--- src/rtl/clock_ctrl_pkg.sv ---
// Shared mode encodings, field blanking masks and mode-sequencing helpers
// for the clock-setting controller.
package clock_ctrl_pkg;

    typedef enum logic [1:0] {
        MODE_RUN     = 2'b00,
        MODE_SET_HR  = 2'b01,
        MODE_SET_MIN = 2'b10,
        MODE_SET_SEC = 2'b11
    } mode_e;

    localparam logic [5:0] MASK_NONE = 6'b000000;
    localparam logic [5:0] MASK_HR   = 6'b110000;
    localparam logic [5:0] MASK_MIN  = 6'b001100;
    localparam logic [5:0] MASK_SEC  = 6'b000011;

    function automatic mode_e next_mode(input mode_e cur);
        mode_e nxt;
        case (cur)
            MODE_RUN:     nxt = MODE_SET_HR;
            MODE_SET_HR:  nxt = MODE_SET_MIN;
            MODE_SET_MIN: nxt = MODE_SET_SEC;
            MODE_SET_SEC: nxt = MODE_RUN;
            default:      nxt = MODE_RUN;
        endcase
        return nxt;
    endfunction

    function automatic logic [5:0] field_mask(input mode_e cur);
        logic [5:0] m;
        case (cur)
            MODE_SET_HR:  m = MASK_HR;
            MODE_SET_MIN: m = MASK_MIN;
            MODE_SET_SEC: m = MASK_SEC;
            MODE_RUN:     m = MASK_NONE;
            default:      m = MASK_NONE;
        endcase
        return m;
    endfunction

endpackage

--- src/rtl/clock_mode_ctrl_tick_gen.sv ---
// Free-running divider: counts 0..DIV-1 and flags the last count, so the
// parent sees one tick per DIV cycles. clr restarts the count from zero.
module tick_gen #(
    parameter int DIV = 2
) (
    input  logic clk,
    input  logic rst,
    input  logic clr,
    output logic tick
);

    localparam int            CW   = (DIV > 1) ? $clog2(DIV) : 1;
    localparam logic [CW-1:0] LAST = CW'(DIV - 1);

    logic [CW-1:0] cnt_q;
    logic [CW-1:0] cnt_d;

    // Next count: restart on clear, wrap after the last count.
    always_comb begin
        cnt_d = cnt_q;
        if (clr) begin
            cnt_d = '0;
        end else if (cnt_q == LAST) begin
            cnt_d = '0;
        end else begin
            cnt_d = cnt_q + CW'(1);
        end
    end

    // Count register.
    always_ff @(posedge clk) begin
        if (rst) begin
            cnt_q <= '0;
        end else begin
            cnt_q <= cnt_d;
        end
    end

    // Decoded from the register only, so clr logic in the parent can depend
    // on tick without forming a combinational loop.
    assign tick = (cnt_q == LAST);

endmodule

--- src/rtl/clock_mode_ctrl.sv ---
// Mode/set controller for a digital clock: button edge detection, mode FSM,
// increment strobes, 1 Hz time base, set-mode timeout and digit blinking.
module clock_mode_ctrl
    import clock_ctrl_pkg::*;
#(
    parameter int CLK_HZ    = 100000000,
    parameter int BLINK_HZ  = 2,
    parameter int TIMEOUT_S = 10
) (
    input  logic       clk,
    input  logic       rst,
    input  logic       mode_btn,
    input  logic       inc_btn,
    output logic       sec_tick,
    output logic       inc_hr,
    output logic       inc_min,
    output logic       clr_sec,
    output logic [1:0] mode,
    output logic [5:0] blink_mask
);

    localparam int            BLINK_DIV = CLK_HZ / (2 * BLINK_HZ);
    localparam int            TW        = $clog2(TIMEOUT_S + 1);
    localparam logic [TW-1:0] TO_LAST   = TW'(TIMEOUT_S - 1);

    mode_e         mode_q, mode_d;
    logic          mode_prev_q, inc_prev_q;
    logic [TW-1:0] to_cnt_q, to_cnt_d;
    logic          blink_phase_q, blink_phase_d;
    logic          sec_tick_q, sec_tick_d;
    logic          inc_hr_q, inc_hr_d;
    logic          inc_min_q, inc_min_d;
    logic          clr_sec_q, clr_sec_d;
    logic [5:0]    blink_mask_q, blink_mask_d;

    logic mode_edge_s, inc_edge_s, in_set_s, timeout_hit_s, mode_chg_s;
    logic sec_wrap_s, blink_wrap_s, sec_clr_s, blink_clr_s;

    assign mode_edge_s = mode_btn & ~mode_prev_q;
    assign inc_edge_s  = inc_btn & ~inc_prev_q;
    assign in_set_s    = (mode_q != MODE_RUN);

    // Any button edge in a SET mode restarts the idle second so the timeout
    // measures whole idle seconds; every mode change also restarts it, which
    // gives the full-second first tick on entry to RUN.
    assign sec_clr_s   = mode_chg_s | (inc_edge_s & in_set_s);
    assign blink_clr_s = mode_chg_s;

    tick_gen #(.DIV(CLK_HZ)) u_sec_gen (
        .clk  (clk),
        .rst  (rst),
        .clr  (sec_clr_s),
        .tick (sec_wrap_s)
    );

    tick_gen #(.DIV(BLINK_DIV)) u_blink_gen (
        .clk  (clk),
        .rst  (rst),
        .clr  (blink_clr_s),
        .tick (blink_wrap_s)
    );

    // Next mode: a mode edge always wins; otherwise the idle timeout forces RUN.
    always_comb begin
        timeout_hit_s = in_set_s & sec_wrap_s & ~mode_edge_s & ~inc_edge_s &
                        (to_cnt_q == TO_LAST);
        if (mode_edge_s) begin
            mode_d = next_mode(mode_q);
        end else if (timeout_hit_s) begin
            mode_d = MODE_RUN;
        end else begin
            mode_d = mode_q;
        end
        mode_chg_s = (mode_d != mode_q);
    end

    // Next values for counters, blink phase and the registered outputs.
    always_comb begin
        if ((mode_d == MODE_RUN) || mode_chg_s || inc_edge_s) begin
            to_cnt_d = '0;
        end else if (sec_wrap_s) begin
            to_cnt_d = to_cnt_q + TW'(1);
        end else begin
            to_cnt_d = to_cnt_q;
        end

        if (mode_chg_s) begin
            blink_phase_d = 1'b0;
        end else if (blink_wrap_s) begin
            blink_phase_d = ~blink_phase_q;
        end else begin
            blink_phase_d = blink_phase_q;
        end

        sec_tick_d = sec_wrap_s & (mode_q == MODE_RUN) & (mode_d == MODE_RUN);
        inc_hr_d   = inc_edge_s & ~mode_edge_s & (mode_q == MODE_SET_HR);
        inc_min_d  = inc_edge_s & ~mode_edge_s & (mode_q == MODE_SET_MIN);
        clr_sec_d  = inc_edge_s & ~mode_edge_s & (mode_q == MODE_SET_SEC);

        if (mode_d == MODE_RUN) begin
            blink_mask_d = MASK_NONE;
        end else if (blink_phase_d) begin
            blink_mask_d = field_mask(mode_d);
        end else begin
            blink_mask_d = MASK_NONE;
        end
    end

    // State and output registers; edge registers track the buttons even in
    // reset so a button held across release is not seen as a new press.
    always_ff @(posedge clk) begin
        if (rst) begin
            mode_q        <= MODE_RUN;
            mode_prev_q   <= mode_btn;
            inc_prev_q    <= inc_btn;
            to_cnt_q      <= '0;
            blink_phase_q <= 1'b0;
            sec_tick_q    <= 1'b0;
            inc_hr_q      <= 1'b0;
            inc_min_q     <= 1'b0;
            clr_sec_q     <= 1'b0;
            blink_mask_q  <= MASK_NONE;
        end else begin
            mode_q        <= mode_d;
            mode_prev_q   <= mode_btn;
            inc_prev_q    <= inc_btn;
            to_cnt_q      <= to_cnt_d;
            blink_phase_q <= blink_phase_d;
            sec_tick_q    <= sec_tick_d;
            inc_hr_q      <= inc_hr_d;
            inc_min_q     <= inc_min_d;
            clr_sec_q     <= clr_sec_d;
            blink_mask_q  <= blink_mask_d;
        end
    end

    assign mode       = mode_q;
    assign sec_tick   = sec_tick_q;
    assign inc_hr     = inc_hr_q;
    assign inc_min    = inc_min_q;
    assign clr_sec    = clr_sec_q;
    assign blink_mask = blink_mask_q;

endmodule

--- config.mk ---
export PLATFORM = sky130hd
export DESIGN_NAME = clock_mode_ctrl
export DESIGN_NICKNAME = d
export VERILOG_FILES = /design/src/rtl/clock_ctrl_pkg.sv /design/src/rtl/clock_mode_ctrl_tick_gen.sv /design/src/rtl/clock_mode_ctrl.sv
export SDC_FILE = /design/constraint.sdc
export NUM_CORES = 1
export LEC_CHECK = 0
export ABC_CLOCK_PERIOD_IN_PS = 4890
export CORE_ASPECT_RATIO = 0.6
export CORE_UTILIZATION = 35
export CTS_BUF_LIST = sky130_fd_sc_hd__clkbuf_4
export DETAILED_ROUTE_END_ITERATION = 10
export PLACE_DENSITY_LB_ADDON = 0.12
export SYNTH_ARGS = -nofsm -noshare
export SYNTH_HDL_FRONTEND = slang
export SYNTH_SLANG_ARGS = --single-unit
--- constraint.sdc ---
create_clock -name clk -period 4.89 [get_ports clk]
set_input_delay 1.2225 -clock clk [delete_from_list [all_inputs] [get_ports clk]]
set_output_delay 1.2225 -clock clk [all_outputs]
set_load 0.01 [all_outputs]
### Yosys cells after proc, flatten, opt, wreduce, memory -nomap -nowiden

Cells that the tools add are included.

* register bits after elaboration: 71
* bits in latches: 0
* bits in writable memories: 0
* bits in read-only memories: 0
* input port bits: 4
* output and inout port bits: 12
* word-level logic and storage cells: 60
* memories: 0

* add/subtract/negate cells: 3
* $mul: 0
* divide/modulo/power cells: 0
* order comparisons: 0
* eq/ne operators: 10
* shift operators: 0
* muxes and demuxes: 6
* bitwise logic cells: 20
* reductions and logical operators: 9

Operator list (number)
* 27-bit by 1-bit adder with 27-bit output, second input constant: 1
* 27-bit equality test, second input constant: 1
* 25-bit by 1-bit adder with 25-bit output, second input constant: 1
* 25-bit equality test, second input constant: 1
* 6-bit one-hot mux with 3 select lines: 1
* 1-bit AND: 13
* 3-bit OR reduction: 3
* 2-bit equality test, second input constant: 4
* 2-bit one-hot mux with 4 select lines: 1
* 1-bit NOT: 6
* 4-bit by 1-bit adder with 4-bit output, second input constant: 1
* 2-bit by 1-bit equality test with 1-bit output, second input constant: 2
* 4-bit equality test, second input constant: 1
* 2-bit logical NOT: 2
* 2-bit 2-to-1 mux: 2
* 1-bit logical OR: 2
* 1-bit 2-to-1 mux: 2
* 2-bit inequality test: 1
* 2-bit nonzero test: 1
* 2-bit OR reduction: 1
* 1-bit OR: 1

### Longest topological paths before layout

Gate-level depths: netlist (run 1).

* word-level depth: 12
* mapped depth: 8
* gate-level depth less buffers: 7

### Modules after synthesis

A second synthesis (run 1) with hierarchy kept.

* cells, all modules: 367
* area, all modules: 3410.8 um^2

By module, submodules not included
* tick_gen (u_sec_gen): times used 1, cells an instance 157, area an instance 1410.1 um^2, sequential area each 540.5 um^2
* tick_gen (u_blink_gen): times used 1, cells an instance 133, area an instance 1196.1 um^2, sequential area each 500.5 um^2
* clock_mode_ctrl: times used 1, cells an instance 77, area an instance 804.5 um^2, sequential area each 320.3 um^2

### Worst setup path after synthesis (run 1)

No wires, ideal clock.

* path type: input -> register
* start point: in mode_btn
* end point: reg u_blink_gen.cnt_q[16]
* setup time: 0.115 ns
* arrival time: 2.315 ns
* data required time: 4.775 ns
* setup slack: 2.460 ns
* stages on the path: 6
* path buffers: 1
* path through: nand2b_1 nand3_1 or4b_4 nand2_2 buf_6 nor2_1

* longest elaborated chain between the ends: 9

RTL lines
* start: declaration: line clock_mode_ctrl.sv:12 `input logic mode_btn,`
* 1-bit AND *: line clock_mode_ctrl.sv:39 `assign mode_edge_s = mode_btn & ~mode_prev_q;`
* 1-bit NOT: line clock_mode_ctrl.sv:65 `timeout_hit_s = in_set_s & sec_wrap_s & ~mode_edge_s & ~inc_edge_s &`
* 1-bit AND (3 in a row): line clock_mode_ctrl.sv:65
* 2-bit 2-to-1 mux: line clock_mode_ctrl.sv:69 `end else if (timeout_hit_s) begin`
* 2-bit 2-to-1 mux *: line clock_mode_ctrl.sv:67 `if (mode_edge_s) begin`
* 2-bit inequality test *: line clock_mode_ctrl.sv:74 `mode_chg_s = (mode_d != mode_q);`
* 3-bit OR reduction (no source line) *
* end signal: assignment: line clock_mode_ctrl_tick_gen.sv:35 `cnt_q <= cnt_d;`
* end: declaration: line clock_mode_ctrl_tick_gen.sv:15 `logic [CW-1:0] cnt_q;`

Every way passes the cells marked *; elsewhere a longest branch is shown, timed or not.
A chain may end at the register's enable or synchronous reset.

### Worst setup path in the final report (run 1)

* start point: in mode_btn
* end point: reg u_blink_gen.cnt_q[10]

Same word-level chain as after synthesis.

==> impl_metrics.csv, run 1 <==
group,metric,value,unit
detailed_routing,postRouteWirelength,5908,um
clock_network,max-clock-path-buffers,2,
sta,max_clock_freq,356.2,MHz
clock_network,cts.repair_timing.setup_buffer_count,0,
run,number_of_max_cap_violations,0,
clock_network,tritoncts_num_sinks,68,
grt,antenna_found_initial,0,
run_status,result_of_the_run,"finished clean",
grt,grt_pass1_vias,2061,
layout,fin_area,0.003408,sq mm
clock_network,cts_root_buffer,"sky130_fd_sc_hd__clkbuf_4",
floorplan,die_h,74.79,um
floorplan,floorplan.initialDensity,0.3626,
sta,post-route-period-util,0.5741,
logic_synthesis,ys_dominant_reg_cell,"sky130_fd_sc_hd__dfxtp_1",
placed_design,dp.final_hpwl,4158,um
worst_setup_path,worstSetupStartpointType,"primary input",
worst_setup_path,worst_setup_path_end_kind,"flop",
worst_setup_path,worst_path_max_delay_cell,"sky130_fd_sc_hd__or4b_4",
clock_network,cts_tree,"built",
layout,drive_gt1_frac,0.05691,
sta,grt_setup_unrepaired,"false",
worst_setup_path,crit_path_max_incr_delay,530,ps
logic_synthesis,synth.yosys.seq_area_share,0.4405,
sta,post-route-min-period,2807,ps
power_and_ir_drop,leakage_component_of_the_power,0.001139,uW
detailed_routing,drt-wirelength-per-cell,12.28,um
sta,final_setup_viols,0,
min_path,hold_removal_path_class,"flop to flop",
floorplan,top_level_port_count,16,
worst_setup_path,timing.rr.start,"mode[0]",
layout,finalNetCount,380,
floorplan,core_area,0.008523,sq mm
grt,groute.usage.overall,0.1466,
worst_setup_path,arrival,3090,ps
sta,final-max-slew-violation-count,0,
clock_network,number_of_hold_buffers_added_after_cts,0,
worst_setup_path,crit_start,"mode_btn",
worst_setup_path,timing.setup.critical_path_class,"primary input to flop",
detailed_routing,violation_count_after_the_first_detailed_route_iteration,194,
logic_synthesis,synth_seq_cells,68,
placed_design,gp_congestion,0.7843,
detailed_routing,routed_via_density,4.759,
worst_setup_path,worst_ep_required_time,5170,ps
worst_setup_path,cp_cell_sequence,"clkdlybuf4s50_1, nand2b_1, nand3_1, or4b_4, nand2_2, nor2_1",
power_and_ir_drop,worst_vdd_drop,0.1160,mV
logic_synthesis,synth.net_count,363,
placed_design,detailed_place.area,0.003322,sq mm
logic_synthesis,syn_inst,351,
grt,grt_max_degree,28,
clock_network,clk_pin_slew,90,ps
floorplan,die_width,123.3,um
clock_network,numCtsBuffers,9,
layout,layout_commonest_cell,"sky130_fd_sc_hd__nor2_1",
logic_synthesis,yosysWarnings,0,
layout,most-common-layout-cells,"73 x sky130_fd_sc_hd__nor2_1, 68 x sky130_fd_sc_hd__dfxtp_1, 26 x sky130_fd_sc_hd__xor2_1",
power_and_ir_drop,power-per-cell-area,266.0,mW/mm^2
floorplan,rows,26,
sta,worst_slew_pin_slew,954.2,ps
logic_synthesis,post_synth_instance_area,0.003090,sq mm
logic_synthesis,synthesized_area_per_cell,8.805,sq um
grt,wire_length_of_the_first_global_routing_pass,10270,um
detailed_routing,vias,2289,
worst_setup_path,worst-path-max-fanout,24,
logic_synthesis,synth_edf_count,0,
placed_design,port_buffers,15,
detailed_routing,drcViolationCount,0,
sta,finalSetupTns,0,ps
detailed_routing,drt-pass1-iter-count,4,
floorplan,die-area,0.009222,sq mm
logic_synthesis,async_flop_share,0,
clock_network,clock_insertion_delay_worst_skew,410,ps
layout,syn2layout_area_growth,10.28,%
layout,antennaDiodeCount,0,
sta,clock-skew-final,12.89,ps
clock_network,ctsHtreeMaxLevel,3,
logic_synthesis,netlist-cell-type-count,42,
grt,grt.overflow.total,0,
detailed_routing,antenna_violating_nets_post_route,0,
sta,final_hold_viol_count,0,
min_path,startpoint_of_the_most_critical_hold_path,"u_blink_gen.cnt_q[0]",
sta,worst_slew_margin_rel,0.3580,
clock_network,cts_resized,0,
through the flow:
step	hold WS [ps]	power, uW	cells	setup WS, ps	util
5_1_grt	513.2	960.6	481	1957	0.3999
6_report	480.7	906.5	481	2083	0.3999
2_1_floorplan	430.0	626.4	351	2460	-
4_1_cts	482.6	925.0	481	2095	0.3999
3_3_place_gp	449.7	642.7	469	1681	0.3898
3_5_place_dp	458.4	642.3	469	1656	0.3898
kinds of logic (layout without fill, tap and decap cells):
| logic type | count (synthesis) | in the layout | share of synthesized area |
|---|---|---|---|
| AND/OR/NAND/NOR | 184 | 184 | 0.3073 |
| XOR/XNOR | 50 | 50 | 0.1417 |
| adder cells (fa/ha/maj) | 8 | 8 | 0.03239 |
| AO/OA/AOI/OAI | 13 | 13 | 0.02875 |
| flip-flops | 68 | 68 | 0.4405 |
| buffers and inverters | 25 | 43 | 0.03967 |
| multiplexers | 3 | 3 | 0.009717 |
cell type report:
class,instances,area (sq um)
Clock buffer,11,82.58
Inverter,15,56.30
Multi-Input combinational cell,258,1607
Tap cell,112,140.1
Clock inverter,1,3.754
Timing Repair Buffer,16,157.7
Fill cell,882,5115
Sequential cell,68,1361
report_power, final:
part | internal (uW) | leakage (uW) | switching, uW
combinational | 20.4 | 0.000538 | 38.0
sequential | 562 | 0.000550 | 9.34
clock | 104 | 0.0000522 | 173
total | 686 | 0.00114 | 220
layer usage:
layer / global-route usage / wire, um / vias up
li1: - / - / 1225
met1: 0.2248 / 3451 / 1014
met2: 0.1775 / 2056 / 39
met3: 0.05530 / 310 / 11
met4: 0.05221 / 90 / 0
met5: 0 / 0 / -
worst paths after layout:
path                            to  slack, ps  depth (start not counted)
max          u_blink_gen.cnt_q[10]       2080                          6
min           u_blink_gen.cnt_q[0]        480                          1
max reg2reg  u_blink_gen.cnt_q[10]       2250                          7
min reg2reg   u_blink_gen.cnt_q[0]        480                          1
synthesized netlist by cell type (5+ instances only):
library cell	count	share of area
sky130_fd_sc_hd__nand2_1	17	0.021
sky130_fd_sc_hd__xor2_1	26	0.074
sky130_fd_sc_hd__and2_1	5	0.010
sky130_fd_sc_hd__ha_1	8	0.032
sky130_fd_sc_hd__inv_1	15	0.018
sky130_fd_sc_hd__dfxtp_1	68	0.44
sky130_fd_sc_hd__nor2_1	73	0.089
sky130_fd_sc_hd__and3_1	6	0.012
sky130_fd_sc_hd__xnor2_1	24	0.068
sky130_fd_sc_hd__nor3_1	11	0.018
sky130_fd_sc_hd__nand3_1	24	0.039
sky130_fd_sc_hd__nand4_1	15	0.030
registers in the layout, indices dropped and copies added, names as in the netlist:
| signal | flops |
|---|---|
| clr_sec | 1 |
| inc_min | 1 |
| to_cnt_q | 4 |
| inc_prev_q | 1 |
| sec_tick | 1 |
| blink_mask | 3 |
| u_sec_gen.cnt_q | 27 |
| blink_phase_q | 1 |
| inc_hr | 1 |
| u_blink_gen.cnt_q | 25 |
| mode_prev_q | 1 |
| mode | 2 |
worst max-delay path: cells and delay by family:
family,cells,cell delay [ps]
AND/OR/NAND/NOR,5,1420
buffers and inverters,1,440
(Power assumes the default switching activity.)
==> inputs of run 2 (changes only) <==
ABC_CLOCK_PERIOD_IN_PS = 2600   (was 4890)
clock period = 2.6 ns   (was 4.89 ns; I/O delays follow)
==> impl_metrics.csv, run 2 (synthesis gave the netlist of run 1 again) <==
group,metric,value,unit
run_status,result_of_the_run,"finished clean",
detailed_routing,drt-pass1-iter-count,4,
sta,finalSetupTns,0,ps
sta,clock-skew-final,12.08,ps
min_path,hold_removal_path_class,"flop to flop",
sta,max_clock_freq,449.6,MHz
worst_setup_path,crit_family,"simple AND/OR/NAND/NOR gates",
grt,wire_length_of_the_first_global_routing_pass,10380,um
grt,grt_pass1_vias,2110,
clock_network,clk_pin_slew,110,ps
layout,antennaDiodeCount,0,
grt,grt.overflow.total,0,
detailed_routing,antenna_violating_nets_post_route,0,
layout,layout_commonest_cell,"sky130_fd_sc_hd__nor2_1",
floorplan,die-area,0.009222,sq mm
layout,largest_register_ffs,27,
sta,final-max-slew-violation-count,0,
clock_network,ctsHtreeMaxLevel,3,
clock_network,cts_root_buffer,"sky130_fd_sc_hd__clkbuf_4",
worst_setup_path,cp_cell_sequence,"inv_1, ha_1, nor4bb_1, nand3_1, or4b_4, nand2_2, buf_12, nor2_1",
floorplan,die_h,74.79,um
layout,drive_gt1_frac,0.08179,
grt,gr-usage-met3,0.05530,
layout,finalNetCount,388,
sta,worst_slew_pin_slew,810.6,ps
clock_network,cts_tree,"built",
clock_network,numCtsBuffers,9,
layout,regMostFlops,"u_sec_gen.cnt_q",
detailed_routing,routed_via_density,4.733,
clock_network,max-clock-path-buffers,2,
floorplan,core_area,0.008523,sq mm
worst_setup_path,worst_path_max_delay_cell,"sky130_fd_sc_hd__or4b_4",
placed_design,gp_congestion,0.7600,
floorplan,top_level_port_count,16,
power_and_ir_drop,power-per-cell-area,499.7,mW/mm^2
grt,globalRouteMet2Util,0.1850,
floorplan,die_width,123.3,um
power_and_ir_drop,leakage_component_of_the_power,0.001189,uW
detailed_routing,violation_count_after_the_first_detailed_route_iteration,151,
placed_design,port_buffers,15,
sta,worst_slew_margin_rel,0.4546,
worst_setup_path,worstPathBufferInverterCount,2,
clock_network,number_of_hold_buffers_added_after_cts,0,
detailed_routing,drt-wirelength-per-cell,12.31,um
clock_network,tritoncts_num_sinks,68,
layout,most-common-layout-cells,"73 x sky130_fd_sc_hd__nor2_1, 68 x sky130_fd_sc_hd__dfxtp_1, 26 x sky130_fd_sc_hd__xor2_1",
grt,busiest_layer,"met1",
worst_setup_path,timing.setup.critical_path_class,"flop to flop",
floorplan,rows,26,
detailed_routing,postRouteWirelength,6044,um
sta,final_setup_viols,0,
sta,post-route-min-period,2224,ps
grt,groute.usage.overall,0.1481,
layout,final_cell_utilization_of_the_core,0.4093,
worst_setup_path,worstSetupStartpointType,"flop",
worst_setup_path,worst_ep_required_time,2910,ps
sta,grt_setup_unrepaired,"false",
clock_network,clock_insertion_delay_worst_skew,410,ps
layout,syn2layout_area_growth,12.87,%
power_and_ir_drop,worst_vdd_drop,0.2157,mV
detailed_routing,drcViolationCount,0,
detailed_routing,vias,2324,
grt,antenna_found_initial,0,
grt,grt_max_degree,28,
grt,groute.layer.met1.usage,0.2236,
layout,largestRegisters,"u_sec_gen.cnt_q x27, u_blink_gen.cnt_q x25, to_cnt_q x4",
worst_setup_path,crit_path_max_incr_delay,540,ps
clock_network,cts_resized,0,
worst_setup_path,arrival,2530,ps
sta,post-route-period-util,0.8554,
floorplan,floorplan.initialDensity,0.3626,
placed_design,dp.final_hpwl,4267,um
worst_setup_path,worst-path-max-fanout,24,
worst_setup_path,worst_setup_path_end_kind,"flop",
run,number_of_max_cap_violations,0,
sta,final_hold_viol_count,0,
clock_network,cts.repair_timing.setup_buffer_count,0,
## run 2: cell count changes in the layout (fill, tap and decap cells not counted)
cell | before | now
sky130_fd_sc_hd__buf_4 | 1 | 8
sky130_fd_sc_hd__clkinv_2 | 0 | 3
sky130_fd_sc_hd__buf_12 | 0 | 1
sky130_fd_sc_hd__clkbuf_4 | 11 | 10
## run 2: per-layer routing
metal  share of wire  up-vias  routed length, um
met5               0        -                  0
met4           0.013        0                 76
met3           0.042        7                255
met2            0.35       33               2128
met1            0.59     1043               3584
li1                -     1241                  -
## run 2: per-stage QoR
step	cell area, sq um	setup slack (ps)	power [uW]	instances	hold WS [ps]
CTS	3488	376.2	1776	491	474.9
detailed placement	3395	189.4	1221	477	450.5
global placement	3395	217.6	1223	477	440.0
global route	3488	203.8	1843	491	498.0
finish	3488	376.0	1743	491	470.5
floorplan	3090	390.1	1178	351	430.0
## run 2: worst paths after layout
path	startpoint	end	slack (ps)	cells after the start
worst min register to register	u_blink_gen.cnt_q[0]	u_blink_gen.cnt_q[0]	470	1
worst min-delay path	u_blink_gen.cnt_q[0]	u_blink_gen.cnt_q[0]	470	1
worst max-delay path	mode[0]	u_blink_gen.cnt_q[5]	380	8
worst max register to register	mode[0]	u_blink_gen.cnt_q[5]	380	8
## run 2: final cells by class
| class | instances | area (sq um) |
|---|---|---|
| Clock buffer | 10 | 75.07 |
| Clock inverter | 4 | 18.77 |
| Fill cell | 871 | 5035 |
| Inverter | 15 | 56.30 |
| Multi-Input combinational cell | 258 | 1607 |
| Sequential cell | 68 | 1361 |
| Tap cell | 112 | 140.1 |
| Timing Repair Buffer | 24 | 230.2 |
## run 2: power breakdown
group          switching, uW  internal (uW)  total (uW)
sequential              14.0           1060        1070
clock                    358            189         547
combinational           75.2           49.1         124
total                    447           1300        1740
## run 2: worst register-to-register path: cells and delay by family (launching register included)
family                   cells  cell delay [ps]
adder cells (fa/ha/maj)      1              290
buffers and inverters        2              230
flip-flops                   1              340
AND/OR/NAND/NOR              5             1260
==> inputs of run 3 (changes only) <==
CTS_CLUSTER_SIZE = 14   (was not set)
==> results of run 3 <==
Final layout, timing and power as in run 2 (identical DEF).
